--- src/rtl/vga_timing_pkg.sv ---
// Default 800x480 raster timing constants shared by the VGA timing generator.
package vga_timing_pkg;

  localparam int H_SYNC_DEF  = 128;
  localparam int H_BACK_DEF  = 88;
  localparam int H_VALID_DEF = 800;
  localparam int H_FRONT_DEF = 40;
  localparam int V_SYNC_DEF  = 2;
  localparam int V_BACK_DEF  = 33;
  localparam int V_VALID_DEF = 480;
  localparam int V_FRONT_DEF = 10;

  localparam int H_TOTAL = H_SYNC_DEF + H_BACK_DEF + H_VALID_DEF + H_FRONT_DEF;
  localparam int V_TOTAL = V_SYNC_DEF + V_BACK_DEF + V_VALID_DEF + V_FRONT_DEF;
  localparam int H_ACT   = H_SYNC_DEF + H_BACK_DEF;
  localparam int V_ACT   = V_SYNC_DEF + V_BACK_DEF;

  localparam int         RGB_W         = 24;
  localparam logic [9:0] INVALID_COORD = 10'h3FF;

endpackage

--- src/rtl/vga_ctrl_wrap_cnt.sv ---
// Modulus counter with enable; o_wrap flags the enabled clock on which it returns to 0.
module wrap_cnt
  import vga_timing_pkg::*;
#(
  parameter int WIDTH   = 11,
  parameter int MODULUS = 1056
) (
  input  logic             clk,
  input  logic             rstn,
  input  logic             i_en,
  output logic [WIDTH-1:0] o_cnt,
  output logic             o_wrap
);

  localparam logic [WIDTH-1:0] LAST = WIDTH'(MODULUS - 1);

  logic [WIDTH-1:0] r_cnt;
  logic             w_at_last;

  assign w_at_last = (r_cnt == LAST);

  always_ff @(posedge clk or negedge rstn) begin
    if (!rstn) begin
      r_cnt <= '0;
    end else if (i_en) begin
      r_cnt <= w_at_last ? '0 : r_cnt + 1'b1;
    end
  end

  assign o_cnt  = r_cnt;
  assign o_wrap = i_en && w_at_last;

endmodule

--- src/rtl/vga_ctrl.sv ---
// Raster timing generator: free-running h/v counters decoded into syncs, pixel
// requests one clock ahead of the visible window, and gated colour output.
module vga_ctrl
  import vga_timing_pkg::*;
#(
  parameter int   H_SYNC   = H_SYNC_DEF,
  parameter int   H_BACK   = H_BACK_DEF,
  parameter int   H_VALID  = H_VALID_DEF,
  parameter int   H_FRONT  = H_FRONT_DEF,
  parameter int   V_SYNC   = V_SYNC_DEF,
  parameter int   V_BACK   = V_BACK_DEF,
  parameter int   V_VALID  = V_VALID_DEF,
  parameter int   V_FRONT  = V_FRONT_DEF,
  parameter logic SYNC_POL = 1'b1
) (
  input  logic             clk,
  input  logic             rstn,
  input  logic [RGB_W-1:0] color_data_in,
  output logic             hsync,
  output logic             vsync,
  output logic             pix_data_req,
  output logic [9:0]       pix_x,
  output logic [9:0]       pix_y,
  output logic             rgb_valid,
  output logic [RGB_W-1:0] rgb,
  output logic             frame_end
);

  localparam int L_H_TOTAL = H_SYNC + H_BACK + H_VALID + H_FRONT;
  localparam int L_V_TOTAL = V_SYNC + V_BACK + V_VALID + V_FRONT;
  localparam int L_H_ACT   = H_SYNC + H_BACK;
  localparam int L_V_ACT   = V_SYNC + V_BACK;

  logic [10:0] w_h_cnt;
  logic [9:0]  w_v_cnt;
  logic        w_h_wrap;
  logic        w_v_wrap;
  logic        w_h_vis;
  logic        w_h_req;
  logic        w_v_vis;

  wrap_cnt #(.WIDTH(11), .MODULUS(L_H_TOTAL)) u_h_cnt (
    .clk    (clk),
    .rstn   (rstn),
    .i_en   (1'b1),
    .o_cnt  (w_h_cnt),
    .o_wrap (w_h_wrap)
  );

  // The vertical counter steps and wraps together with the horizontal wrap,
  // so its wrap flag marks the last clock of the frame.
  wrap_cnt #(.WIDTH(10), .MODULUS(L_V_TOTAL)) u_v_cnt (
    .clk    (clk),
    .rstn   (rstn),
    .i_en   (w_h_wrap),
    .o_cnt  (w_v_cnt),
    .o_wrap (w_v_wrap)
  );

  assign w_h_vis = (w_h_cnt >= 11'(L_H_ACT)) && (w_h_cnt <= 11'(L_H_ACT + H_VALID - 1));
  assign w_h_req = (w_h_cnt >= 11'(L_H_ACT - 1)) && (w_h_cnt <= 11'(L_H_ACT + H_VALID - 2));
  assign w_v_vis = (w_v_cnt >= 10'(L_V_ACT)) && (w_v_cnt <= 10'(L_V_ACT + V_VALID - 1));

  assign hsync = (w_h_cnt < 11'(H_SYNC)) ? SYNC_POL : ~SYNC_POL;
  assign vsync = (w_v_cnt < 10'(V_SYNC)) ? SYNC_POL : ~SYNC_POL;

  assign rgb_valid    = w_h_vis && w_v_vis;
  assign pix_data_req = w_h_req && w_v_vis;

  // Coordinates lead the visible window by one clock so colour returns in time.
  assign pix_x = pix_data_req ? 10'(w_h_cnt - 11'(L_H_ACT - 1)) : INVALID_COORD;
  assign pix_y = pix_data_req ? 10'(w_v_cnt - 10'(L_V_ACT))     : INVALID_COORD;

  assign rgb       = rgb_valid ? color_data_in : '0;
  assign frame_end = w_v_wrap;

endmodule
--- config.mk ---
export PLATFORM = sky130hd
export DESIGN_NAME = vga_ctrl
export DESIGN_NICKNAME = d
export VERILOG_FILES = /design/src/rtl/vga_timing_pkg.sv /design/src/rtl/vga_ctrl_wrap_cnt.sv /design/src/rtl/vga_ctrl.sv
export SDC_FILE = /design/constraint.sdc
export NUM_CORES = 1
export LEC_CHECK = 0
export ABC_AREA = 1
export CAP_MARGIN = 25
export CORE_MARGIN = 4
export CORE_UTILIZATION = 46
export DETAILED_ROUTE_END_ITERATION = 10
export PLACE_DENSITY = 0.81
export SLEW_MARGIN = 20
export SYNTH_ARGS = -nofsm -noshare
export SYNTH_HDL_FRONTEND = slang
export SYNTH_SLANG_ARGS = --single-unit
--- constraint.sdc ---
create_clock -name clk -period 2.75 [get_ports clk]
set_input_delay 0.825 -clock clk [delete_from_list [all_inputs] [get_ports clk]]
set_output_delay 0.825 -clock clk [all_outputs]
set_load 0.1 [all_outputs]
==> results.ini <==
[run_status]
status=finished with violations
violations=setup timing

[clocking]
path_clk_slew_ns=0.09
cts_made_buffers=3
cts.sinks=21
holdBufCountCts=0
htree_levels=1
root_buffer=clkbuf_8
cts_tree=built
clockBufferDepth=2
clk_latency_ns=0.27

[critical_path]
path_buf_inv=4
cp-end-kind=output pin
worst_ep_required_time_ns=1.93
crit_path_start_kind=register
critPathSlowestCell=dfrtp_2
cp-startpoint=u_h_cnt.o_cnt[5]
reg2reg_setup_slack_ns=0.55
crit_chain=buf_4, inv_1, nand2_1, a21oi_1, nand3_1, nand3_1, nor2_4, buf_12, nand2_2, buf_12
cp_max_fo=11
critical_path_class=register to output pin
cp_top_family=buffers and inverters
worstPathArrival_ns=2.17
rr_startpoint=u_h_cnt.o_cnt[8]
cp_slowest_stage_delay_ns=0.47

[logic_synthesis]
synth_xor_area_share_pct=6.78
synth_common_cells=81 x nand2_1, 67 x inv_1, 29 x nor2_1
synth-simple-area-share_pct=42.7
synth_most_common_cell=nand2_1
synth_seq_cells=21
synth_ff_type=dfrtp_1
yosysTopAreaCellShare_pct=23.9
synth_area_mm2=0.00219
yosys-top-cells-area=dfrtp_1 24%, nand2_1 14%, inv_1 11%
syn_inst=338
yosysUniqueCellTypes=27
synth_edf_count=0
synth-adder-area-share_pct=2.85
muxShareOfSynthArea_pct=0
yosysWarnings=0
ys_seq_area_share_pct=23.9
synthArstFlopShare_pct=100
syn_nets=369
syn_avg_cell_area_um2=6.49
synth_top_family_by_area=simple AND/OR/NAND/NOR gates
synth_area_leader_cell=dfrtp_1
synth_compound_area_share_pct=5.76

[timing]
skew_ns=0.00840
setup_viol=47
max_slew_margin_pct=64.9
worst_pin_slew_ns=0.526
timing.final.ws_setup_ns=-0.244
holdWs_ns=0.621
period_minus_slack_ns=2.99
rsz0062_at_grt=yes
hold_violations=0
fin_crit_sh_pct=109
maxSlewViolCount=0
max_freq_mhz=334

[global_routing]
antenna_found_initial=0
overflow=0
grt_max_degree=22
grt_pass1_vias=2522
grt_pass1_wl_um=13200
track_usage_pct=27.7

[detailed_routing]
antenna_left=0
vias_per_cell=6.20
drt_pass1_iterations=6
num_vias=3037
drt_iter0_drc=382
wirelength_um=10800
drt-wirelength-per-cell_um=22.0
post-route-drc-count=0

[power_and_ir_drop]
seq_power_share_pct=52.1
p_clk_share_pct=36.7
p_per_area_mw_per_mm2=143
intPower_uw=446
peakVddDrop_mv=0.274
leakagePower_nw=2.12
power_switching_uw=146
swShare_pct=24.7
combPwrFrac_pct=11.2

[layout]
diodes=0
final_cells=490
design_area_mm2=0.00414
multi_input_area_mm2=0.00159
fin_nets=470
num-fill-cells=152
area_delta_synth_final_pct=88.4
drive_above_1_share_pct=41.1
regArea_um2=538

[run]
drv_cap=0

[placed_design]
pre_cts_slack_ns=0.111
gp_congestion=0.941
portBuffers=74
dp.cells=464
dpl.hpwl_um=5690
placed_area_mm2=0.00372

[floorplan]
coreArea_mm2=0.00447
fp.dieH_um=77.1
dieWidth_um=77.1
die_area_mm2=0.00594
io_pins=75
start_util_pct=49.0
rows=24

[worst_hold_path]
hold_class=register to register
hp-start=u_h_cnt.o_cnt[0]

## registers in the layout, summed over array words and instances (netlist names)
signal and flops:
u_h_cnt.o_cnt 11, u_v_cnt.o_cnt 10
## layout by cell type, fill, tap and decap left out, types with 13 or more instances in the layout
master           Yosys  routed
o21ai_0             13      13
inv_1               67      63
nand2_2              6      24
nor3_4               0      24
buf_4                3      26
buf_12               0      53
nand3_1             20      20
nand2_1             81      59
xor2_1              17      16
clkdlybuf4s50_1      0      25
nor2_1              29      25
## timing repair
action / 4_1_cts / 5_1_grt
buffers inserted: 9 / 10
gates cloned: 1 / 2
pin swaps: 3 / 19
setup endpoints to repair: 46 / 46
gates resized for setup: 22 / 21
## path summary, 6_finish.rpt
check	end	cells after the start
worst min-delay path	u_h_cnt.o_cnt[0]	3
max in group asynchronous	u_h_cnt.o_cnt[8]	2
worst min register to register	u_h_cnt.o_cnt[0]	3
min in group asynchronous	u_v_cnt.o_cnt[5]	2
worst max register to register	u_v_cnt.o_cnt[0]	7
worst max-delay path	pix_y[9]	10
## routing by layer
| layer | share of wire, % | vias up | wire length (um) | global-route usage [%] |
|---|---|---|---|---|
| met2 | 48 | 334 | 5120 | 50.0 |
| met1 | 34 | 1375 | 3640 | 34.3 |
| met3 | 12 | 95 | 1340 | 4.45 |
| met4 | 6.1 | 0 | 653 | 6.94 |
| li1 | - | 1233 | - | - |
| met5 | 0 | - | 0 | 0 |
## final cells by class
class	count	share of cell area [%]
Clock buffer	3	0.998
Tap cell	52	1.57
Timing Repair Buffer	110	39.2
Multi-Input combinational cell	230	38.4
Clock inverter	1	0.182
Inverter	73	6.63
Sequential cell	21	13.0
## logic make-up after synthesis
kind of cell / after synthesis
buffers and inverters: 87
DFF: 21
AOI/OAI and AO/OA: 23
adders and majority gates: 5
and+or+nand+nor: 185
xor gates and xnor gates: 17
## power groups by stage
stage / sequential (mW) / combinational, mW / clock [mW]
2_1_floorplan: 0.315 / 0.0148 / 0
4_1_cts: 0.308 / 0.0626 / 0.214
3_3_place_gp: 0.315 / 0.0569 / 0
6_report: 0.308 / 0.0665 / 0.217
3_5_place_dp: 0.315 / 0.0606 / 0
5_1_grt: 0.308 / 0.0694 / 0.232
## worst register-to-register path: stages (launching register included)
cell and delay, ns:
dfrtp_2 0.45, inv_1 0.19, nand2_1 0.12, nor3_1 0.38, nand2_1 0.14, nor2_2 0.44, nand2_1 0.20, o21ai_0 0.21
## per-stage QoR
stage	power, mW	util [%]	setup TNS (ns)
after floorplan	0.330	-	-4.28
after global placement	0.372	83.1	0
after detailed placement	0.375	83.1	0
after CTS	0.585	88.0	-1.41
after global routing	0.610	92.4	-10.82
final	0.592	92.4	-8.83
Note: power is estimated with default switching activity, not from simulation.
